## src/rtl/addsub_arbiter.sv

```systemverilog
// Round-robin arbiter sharing one add/sub unit between two valid/ready requesters.
// The unit returns a registered result, which is held until the consumer takes it.
module addsub_arbiter #(
  parameter int data_width = 16
) (
  input  logic                  clk,
  input  logic                  reset_n,
  input  logic                  req0_valid,
  input  logic [data_width-1:0] req0_a,
  input  logic [data_width-1:0] req0_b,
  input  logic [3:0]            req0_func,
  output logic                  req0_ready,
  input  logic                  req1_valid,
  input  logic [data_width-1:0] req1_a,
  input  logic [data_width-1:0] req1_b,
  input  logic [3:0]            req1_func,
  output logic                  req1_ready,
  output logic                  res_valid,
  output logic [data_width-1:0] res_data,
  output logic                  res_overflow,
  output logic                  res_id,
  input  logic                  res_ready
);

  localparam logic [3:0] FUNC_ADD = 4'd0;
  localparam int         MSB      = data_width - 1;

  typedef enum logic [1:0] {IDLE, EXEC, DONE} state_t;

  state_t                state;
  state_t                state_next;
  logic                  last_grant;
  logic                  grant_any;
  logic                  grant_id;
  logic                  transfer;
  logic [data_width-1:0] op_a;
  logic [data_width-1:0] op_b;
  logic [3:0]            op_func;
  logic                  op_id;
  logic                  is_add;
  logic [data_width-1:0] alu_value;
  logic                  alu_overflow;

  always_ff @(posedge clk) begin
    if (!reset_n) begin
      state <= IDLE;
    end else begin
      state <= state_next;
    end
  end

  always_comb begin
    state_next = state;
    case (state)
      IDLE:    if (transfer) state_next = EXEC;
      EXEC:    state_next = DONE;
      DONE:    if (res_ready) state_next = IDLE;
      default: state_next = IDLE;
    endcase
  end

  // On a tie the requester that did not win last time is granted.
  always_comb begin
    grant_any  = req0_valid | req1_valid;
    grant_id   = (req0_valid & req1_valid) ? ~last_grant : req1_valid;
    req0_ready = 1'b0;
    req1_ready = 1'b0;
    if (reset_n && (state == IDLE) && grant_any) begin
      req0_ready = ~grant_id;
      req1_ready = grant_id;
    end
  end

  assign transfer = req0_ready | req1_ready;

  // Every code other than FUNC_ADD subtracts.
  always_comb begin
    is_add    = (op_func == FUNC_ADD);
    alu_value = is_add ? (op_a + op_b) : (op_a - op_b);
    if (is_add) begin
      alu_overflow = (op_a[MSB] == op_b[MSB]) && (alu_value[MSB] != op_a[MSB]);
    end else begin
      alu_overflow = (op_a[MSB] != op_b[MSB]) && (alu_value[MSB] != op_a[MSB]);
    end
  end

  always_ff @(posedge clk) begin
    if (!reset_n) begin
      last_grant   <= 1'b1;
      op_a         <= '0;
      op_b         <= '0;
      op_func      <= '0;
      op_id        <= 1'b0;
      res_valid    <= 1'b0;
      res_data     <= '0;
      res_overflow <= 1'b0;
      res_id       <= 1'b0;
    end else begin
      if (transfer) begin
        op_a       <= grant_id ? req1_a : req0_a;
        op_b       <= grant_id ? req1_b : req0_b;
        op_func    <= grant_id ? req1_func : req0_func;
        op_id      <= grant_id;
        last_grant <= grant_id;
      end
      if (state == EXEC) begin
        res_data     <= alu_value;
        res_overflow <= alu_overflow;
        res_id       <= op_id;
        res_valid    <= 1'b1;
      end
      if ((state == DONE) && res_ready) begin
        res_valid <= 1'b0;
      end
    end
  end

endmodule

```

## config.mk

```make
export PLATFORM = sky130hd
export DESIGN_NAME = addsub_arbiter
export DESIGN_NICKNAME = d
export VERILOG_FILES = /design/src/rtl/addsub_arbiter.sv
export SDC_FILE = /design/constraint.sdc
export NUM_CORES = 1
export LEC_CHECK = 0
export CORE_UTILIZATION = 52
export CTS_CLUSTER_DIAMETER = 100
export DETAILED_ROUTE_END_ITERATION = 12
export GPL_TIMING_DRIVEN = 0
export PLACE_DENSITY = 0.89
export SKIP_CTS_REPAIR_TIMING = 1
export SLEW_MARGIN = 10
export SYNTH_ARGS = -nofsm -noshare
export SYNTH_HDL_FRONTEND = slang
export SYNTH_SLANG_ARGS = --single-unit
```

## constraint.sdc

```tcl
create_clock -name clk -period 6.2 [get_ports clk]
set_input_delay 0.62 -clock clk [delete_from_list [all_inputs] [get_ports clk]]
set_output_delay 0.62 -clock clk [all_outputs]
set_load 0.02 [all_outputs]
```

==> summary by stage, run 1 <==
STA
The final-report setup violation count is 0. The largest clock skew in the final design is 9.120 ps. The number of hold violations in the final report is 0. After layout, the minimum clock period comes to 3435 ps. The number of max-slew violations in the final report is 0. The smallest setup slack after layout is 2765 ps. Setup repair after global routing left no endpoint under its margin. The worst-case headroom to the max-slew limit is 52.99%. The worst-margin pin slew is 705.2 ps. Of the available clock period, the critical path in the final layout requires 55.41%. Summed over all failing endpoints, the final setup total negative slack is 0 ps. The timing-limited maximum frequency is 291.1 MHz.

Synthesis
Of all flip-flops after synthesis, the portion carrying an async set or reset was 0%. The warning count from the yosys run is 0. In this run the cell area of the synthesized design comes to 3465 um^2.

After synthesis the netlist holds a flip-flop and latch count of 59. Synthesis produced 401 cells. In this run, synthesis inferred 0 flip-flops with an integrated enable. The count of unique library cells instantiated by Yosys is 47. The mean cell area of the mapped netlist is 8.640 um^2. Sequential elements use 34.09% of the synthesized area. The total nets after synthesis is 497.

The most frequently used flop master after synthesis is dfxtp_1.

Drt
The remaining antenna violation count after routing is 0. The via count is 3382. The vias per cell is 5.742. After detailed routing, the average wire length per cell comes to 15.33 um. For this block, the initial DRC count from the detailed router was 172.

After detailed routing, the number of remaining DRC violations is 0. The first-pass iteration count of the detailed router is 4. For this block, the routed nets add up to 9.029 mm of wire.

CTS
Clock latency on the worst-skew pair, taken at its later pin, is 340 ps. In this run, CTS created clock tree buffers numbering 9. The clock passes through at most 2 buffers. CTS placed an instance of clkbuf_8 at the clock tree root. The H-tree depth reported by CTS is 3. The clock sink count is 59. The clock tree from TritonCTS is done. After clock tree synthesis, the clock-pin slew on the worst setup and hold paths is 60 ps.

Floorplanning
From bottom edge to top edge, the die measures 83.63 um. The core area is 6386 um^2. Row generation in the floorplan step produced 29 rows.

The die is 83.63 um wide. The initial core utilization is 54.25%. In this run the count of I/O pins placed on the die edge is 98. The die covers 6993 um^2.

Pwr
The switching power share of the total is 35.06%. Summed over all cells, the static leakage comes to 1.815 nW. The sequential power share is 34.6%. The maximum vdd drop is 0.0001995 V.

Power spread over the standard cell area amounts to 280.7 nW/um^2. The analysis attributes to net switching a power of 0.4638 mW. The part of the total power dissipated in combinational logic is 39.8%. Internal power comes to 0.8593 mW.

Overall power consumption after layout is estimated at 1.323 mW. The share of power burned in the clock network is 25.6%.

GRT
Entering global routing, the biggest net connects 11 pins. The number of global-route vias before repair is 3228. The first global-routing pass estimated 14.88 mm of wire.

The initial antenna violation count is 0. The residual overflow from global routing is 0. The total global-route track usage is 26.52%.

Run status
The flow ran to the end, and the final reports show no timing, DRC or antenna violations.

Run
The number of maximum-capacitance violations is 0.

Critical path
The critical-path cell with the highest stage delay is or4_4. The required time of the critical path is 6460 ps. The type of the worst setup path is flip-flop to flip-flop. STA puts the critical path data arrival time at 3700 ps. The maximum fanout along the worst path is 9. The critical path capture point type is a flip-flop. The largest single stage delay on the critical path is 560 ps. The kind of launch point of the worst setup path is a flip-flop. The setup slack on the worst flop-to-flop path is 2760 ps. Walking the worst path, the cells encountered are or4_4 -> or3_1 -> o21ai_0 -> xnor2_1 -> ha_1 -> clkbuf_1 -> nand4_1 -> o311ai_0 -> xnor2_1 -> nand2_1 -> a21oi_1.

Counting stages on the worst path, the most repeated cell is xnor2_1.

Finish
The fraction of layout cells with a size suffix above 1 is 5.859%. In the layout the commonest cells are clkdlybuf4s50_1, dfxtp_1, nor2_1. The library cell used most frequently in the layout, excluding fill and tap cells, is clkdlybuf4s50_1. The post-route core utilization is 73.80%.

The antenna diode count is 0. The area growth from synthesis to final layout is 36.04%. The final net count is 605.

Place
At the end of routability-driven placement, the weighted congestion stood at 0.8741. The number of port buffers is 97. The post-detailed-placement half-perimeter wirelength is 7.086 mm.

The worst slack at placement is 2822 ps.

Min path
The type of the most critical hold path is flip-flop to flip-flop.
==> metal layers <==
metal | GRT usage (%) | routed length, um
met1 | 32.36 | 3963
met3 | 5.341 | 469
met4 | 11.40 | 235
met5 | 0 | 0
met2 | 45.23 | 4360
==> cell usage after synthesis, types with 3 or more instances <==
library cell	instances	area [um^2]
nand4_1	4	25.02
nand2b_1	4	25.02
xnor2_1	18	157.7
o21ai_0	16	80.08
mux2i_1	36	360.4
ha_1	18	225.2
dfxtp_1	59	1181
nand2_1	32	120.1
o31ai_1	3	22.52
clkbuf_1	14	52.55
nor3_1	4	20.02
buf_4	5	37.54
nor2_1	47	176.4
a21oi_1	28	140.1
inv_1	6	22.52
nor2b_1	3	18.77
o211ai_1	5	37.54
nand3_1	8	40.04
buf_2	6	30.03
or3_1	4	25.02
xor2_1	8	70.07
a211oi_1	39	292.8
a31oi_1	3	18.77
==> registers in the layout (all words and copies together), names as in the netlist <==
signal / count
op_func: 4
res_valid: 1
res_overflow: 1
op_b: 16
res_id: 1
res_data: 16
op_a: 16
last_grant: 1
state: 2
op_id: 1
==> worst max-delay path: cells and delay by family, from the launching register on <==
kind                     cells  cell delay [ps]
XOR/XNOR                     2              360
AND/OR/NAND/NOR              4             1230
flip-flops                   1              360
AO/OA/AOI/OAI                3              810
adder cells (fa/ha/maj)      1              280
buffers and inverters        1              300
==> stage by stage <==
step / area [um^2] / hold WS, ps / cells
CTS: 4713 / 458.4 / 589
floorplan: 3465 / 430.4 / 401
finish: 4713 / 462.1 / 589
global route: 4713 / 478.5 / 589
global placement: 4532 / 440.9 / 575
detailed placement: 4532 / 449.5 / 575
==> power by group through the flow <==
stage               combinational (mW)  clock [mW]  sequential, mW
floorplan                        0.334           0           0.477
global placement                 0.503           0           0.462
detailed placement               0.516           0           0.466
CTS                              0.521       0.341           0.457
global route                     0.575       0.355           0.463
finish                           0.526       0.339           0.458
==> final timing paths <==
check,to,startpoint,depth (start not counted)
setup / recovery,res_data[15]$_SDFFE_PN0N_,op_b[6]$_SDFFE_PN0P_,11
hold reg to reg,res_data[9]$_SDFFE_PN0N_,res_data[9]$_SDFFE_PN0N_,2
hold / removal,res_data[9]$_SDFFE_PN0N_,res_data[9]$_SDFFE_PN0N_,2
setup reg to reg,res_data[15]$_SDFFE_PN0N_,op_b[6]$_SDFFE_PN0P_,11
==> cells by family (layout without fill, tap and decap cells) <==
kind of cell / count (synthesis) / in the layout / share of synthesized area [%]
AO/OA/AOI/OAI: 109 / 109 / 20.84
XOR/XNOR: 27 / 27 / 7.042
adder cells (fa/ha/maj): 19 / 19 / 7.079
buffers and inverters: 32 / 143 / 4.225
flip-flops: 59 / 59 / 34.09
multiplexers: 36 / 36 / 10.40
AND/OR/NAND/NOR: 119 / 119 / 16.32
==> final cells by class <==
class	count	area [um^2]
Multi-Input combinational cell	310	2137
Timing Repair Buffer	97	970.9
Buffer	25	120.1
Fill cell	476	1673
Tap cell	77	96.34
Clock buffer	11	141.4
Inverter	7	26.28
Sequential cell	59	1181
Clock inverter	3	40.04
(Power assumes the default switching activity.)
==> run 2: changes to the inputs <==
--- a/config.mk
+++ b/config.mk
@@ -5,11 +5,11 @@
 export SDC_FILE = /design/constraint.sdc
 export NUM_CORES = 1
 export LEC_CHECK = 0
-export CORE_UTILIZATION = 52
+export CORE_UTILIZATION = 48
 export CTS_CLUSTER_DIAMETER = 100
 export DETAILED_ROUTE_END_ITERATION = 12
 export GPL_TIMING_DRIVEN = 0
-export PLACE_DENSITY = 0.89
+export PLACE_DENSITY = 0.83
 export SKIP_CTS_REPAIR_TIMING = 1
 export SLEW_MARGIN = 10
 export SYNTH_ARGS = -nofsm -noshare
==> constraint.sdc (replaced) <==
create_clock -name clk -period 3.3 [get_ports clk]
set_input_delay 0.33 -clock clk [delete_from_list [all_inputs] [get_ports clk]]
set_output_delay 0.33 -clock clk [all_outputs]
set_load 0.02 [all_outputs]
==> run 2 against run 1 <==
Net effect: setup slack lost 2500 ps; global-route usage shrank 1.8 points; flip-flop and latch count did not move; hold slack got worse by 9.6 ps; die area is 8.1% higher; via count is 0.30% lower; sequential share of layout area is 0.28 points lower; combinational power increased by 92%; clock skew down 3.5 ps; routed wire length down 1.8%; register-to-register slack worse by 2500 ps; clock power up 82%; highest routed layer unchanged.
==> summary by stage, run 2 (synthesis results as in run 1) <==
Run status
The run finished with clean final reports.

GRT
The total global-route track usage came to 24.72% (-1.8 points). The residual overflow from global routing was 0 (unchanged). The initial antenna violation count is 0 (unchanged). The wire length of the first global-routing pass is 14.41 mm (-3.1%). The number of global-route vias before repair is 3237 (+0.28%). The largest net degree at the start of global routing is 11 (unchanged).

CTS
The clock sink count is 59 (unchanged). The clock transition time at the flip-flop clock pins of the worst setup and hold paths was 60 ps (about the same). The clock tree root driver cell is clkbuf_8.

The source-to-sink clock delay at the later pin of the worst-skew pair is 350 ps (about the same). The number of buffers between clock root and the deepest sink came to 2 (unchanged). The H-tree depth reported by CTS is 3 (unchanged). The clock tree from TritonCTS is done. The total clock buffers created by CTS is 9 (unchanged).

Critical path
The critical-path cell with the highest stage delay is or4_4. The startpoint identified for the worst register-to-register timing path is op_b[6]$_SDFFE_PN0P_. In this run the worst setup path terminates at res_data[15]$_SDFFE_PN0N_. The cell depth of the worst flop-to-flop path is 12 (+1).

The delay contributed by the slowest stage of the critical path is 560 ps (about the same). The required time of the critical path came to 3580 ps (-2880 ps). The data arrival time of the critical path is 3360 ps (-340 ps).

The critical path goes through or4_4 -> or3_1 -> o21ai_2 -> xnor2_1 -> ha_2 -> a21oi_1 -> o211ai_1 -> o2111ai_1 -> o311ai_1 -> xnor2_1 -> nand2_1 -> a21oi_1. The maximum fanout along the worst path was 6 (-3). The type of the worst setup path is flip-flop to flip-flop. The setup slack on the worst flop-to-flop path was 220 ps (-2540 ps). The worst setup path is launched from a flip-flop. Tracing the worst setup path back leads to its startpoint at op_b[6]$_SDFFE_PN0P_. The endpoint identified for the worst register-to-register timing path is res_data[15]$_SDFFE_PN0N_.

The critical path capture point type is a flip-flop.

Floorplanning
The core area came to 6869 um^2 (+7.6%). The boundary pin count is 98 (unchanged). The initial core utilization is 50.44% (-3.8 points).

The number of core rows was 30 (+3.4%). The height of the chip is 86.96 um (+4.0%). The die area is 7561 um^2 (+8.1%). The horizontal extent of the die is 86.96 um (+4.0%).

STA
The clock period minus final worst setup slack was 3080 ps (-355.2 ps). The number of max-slew violations in the final report was 0 (unchanged). Setup repair after global routing left no endpoint under its margin. The final worst-path cycle share is 93.34% (+38 points). The timing-limited maximum frequency was 324.6 MHz (+12%).

The worst-margin pin slew is 705.7 ps (+0.5655 ps). The final-report setup violation count is 0 (unchanged). The worst-case headroom to the max-slew limit was 52.95% (about the same). The largest clock skew in the final design is 5.623 ps (-3.497 ps). The number of hold violations in the final report is 0 (unchanged). The worst hold slack after final layout came to 452.5 ps (-9.609 ps).

Finish
The area growth from synthesis to layout is 37.59%. The final net count is 605 (unchanged). The library cell used most frequently in the layout, excluding fill and tap cells, is clkdlybuf4s50_1. The fraction of layout cells with a size suffix above 1 was 7.588% (+1.7 points). The library cells used most frequently in the layout, excluding fill and tap cells, are clkdlybuf4s50_1, dfxtp_1, nor2_1. The final instance count without filler cells is 610 (+3.6%). In the final layout, the registers with the most flip-flops are op_a: 16 flops, op_b: 16 flops, res_data: 16 flops. The antenna diode count is 0 (unchanged). The filler cell count in the final layout was 559 (+17%).

Pwr
The cell area power density is 522.3 nW/um^2 (+86%). The static leakage power came to 1.831 nW (+0.86%). The maximum vdd drop was 0.0002230 V (+12%).

Drt
The DRC violation total after the first TritonRoute iteration is 154 (-10%). The routed wire length is 8.866 mm (-1.8%). The via count is 3372 (-0.30%). The average routed wire per standard cell came to 14.53 um (-5.2%). The remaining antenna violation count after routing came to 0 (unchanged).

The vias per cell was 5.528 (-3.7%). The first-pass iteration count of the detailed router is 4 (unchanged). The total DRC errors in the routed layout came to 0 (unchanged).

Min path
In this run the worst hold path is classified as flip-flop to flip-flop.

Place
The number of placed cells counting well taps is 594 (+3.3%). The number of port buffers is 97 (unchanged). The global placement routability congestion is 0.8519 (-2.5%). The post-detailed-placement half-perimeter wirelength is 6.995 mm (-1.3%).

Run
The number of maximum-capacitance violations was 0 (unchanged).
[run 2: changes by cell type in the layout (fill, tap and decap cells not counted), sizes merged]
cell	change
clkbuf	-1
buf	+2
bufinv	-1
clkinv	+2
[run 2: metrics by stage]
step                setup TNS (ps)  util, %  total power, mW  setup WS, ps  instance area [um^2]
CTS                         -11.38    69.07            2.455        -9.449                  4745
floorplan                        0        -            1.524         334.1                  3465
detailed placement               0    66.32            1.843         24.89                  4556
finish                           0    69.40            2.490         219.7                  4767
global placement                 0    66.32            1.805         57.53                  4556
global route                     0    69.40            2.625         14.33                  4767
[run 2: area by class of cell]
type / instances / area (um^2) / area share [%]
Clock inverter: 4 / 23.77 / 0.4987
Buffer: 23 / 112.6 / 2.362
Sequential cell: 59 / 1181 / 24.78
Clock buffer: 12 / 165.2 / 3.465
Inverter: 7 / 26.28 / 0.5512
Multi-Input combinational cell: 310 / 2152 / 45.14
Tap cell: 96 / 120.1 / 2.520
Timing Repair Buffer: 99 / 985.9 / 20.68
[run 2: worst max-delay path, delay by kind of cell (launching register included)]
| kind | cells | cell delay, ps |
|---|---|---|
| DFF | 1 | 360 |
| xor gates and xnor gates | 2 | 470 |
| and+or+nand+nor | 3 | 1060 |
| AOI/OAI and AO/OA | 6 | 790 |
| adders and majority gates | 1 | 340 |
[run 2: power by group]
group          switching (mW)  internal, mW  total, mW  leakage [nW]
logic                   0.528         0.484       1.01          1.24
clock network           0.287         0.331      0.618         0.102
registers              0.0676         0.792      0.860         0.485
[run 2: worst min path at each step]
stage,startpoint,end,slack (ps),depth (start not counted)
after global routing,res_data[3]$_SDFFE_PN0N_,res_data[3]$_SDFFE_PN0N_,480,2
after CTS,res_data[3]$_SDFFE_PN0N_,res_data[3]$_SDFFE_PN0N_,450,2
after global placement,res_data[5]$_SDFFE_PN0N_,res_data[5]$_SDFFE_PN0N_,440,2
after detailed placement,res_data[3]$_SDFFE_PN0N_,res_data[3]$_SDFFE_PN0N_,450,2
after floorplan,last_grant$_SDFFE_PN1P_,last_grant$_SDFFE_PN1P_,430,1
final,res_data[3]$_SDFFE_PN0N_,res_data[3]$_SDFFE_PN0N_,450,2
[run 2: layer usage]
metal  vias to the layer above  share of wire (%)  global-route usage, %
li1                       1671                  -                      -
met1                      1549                 42                  28.92
met2                       129                 49                  43.24
met3                        23                6.1                  6.351
met4                         0                2.6                  9.394
met5                         -                  0                      0
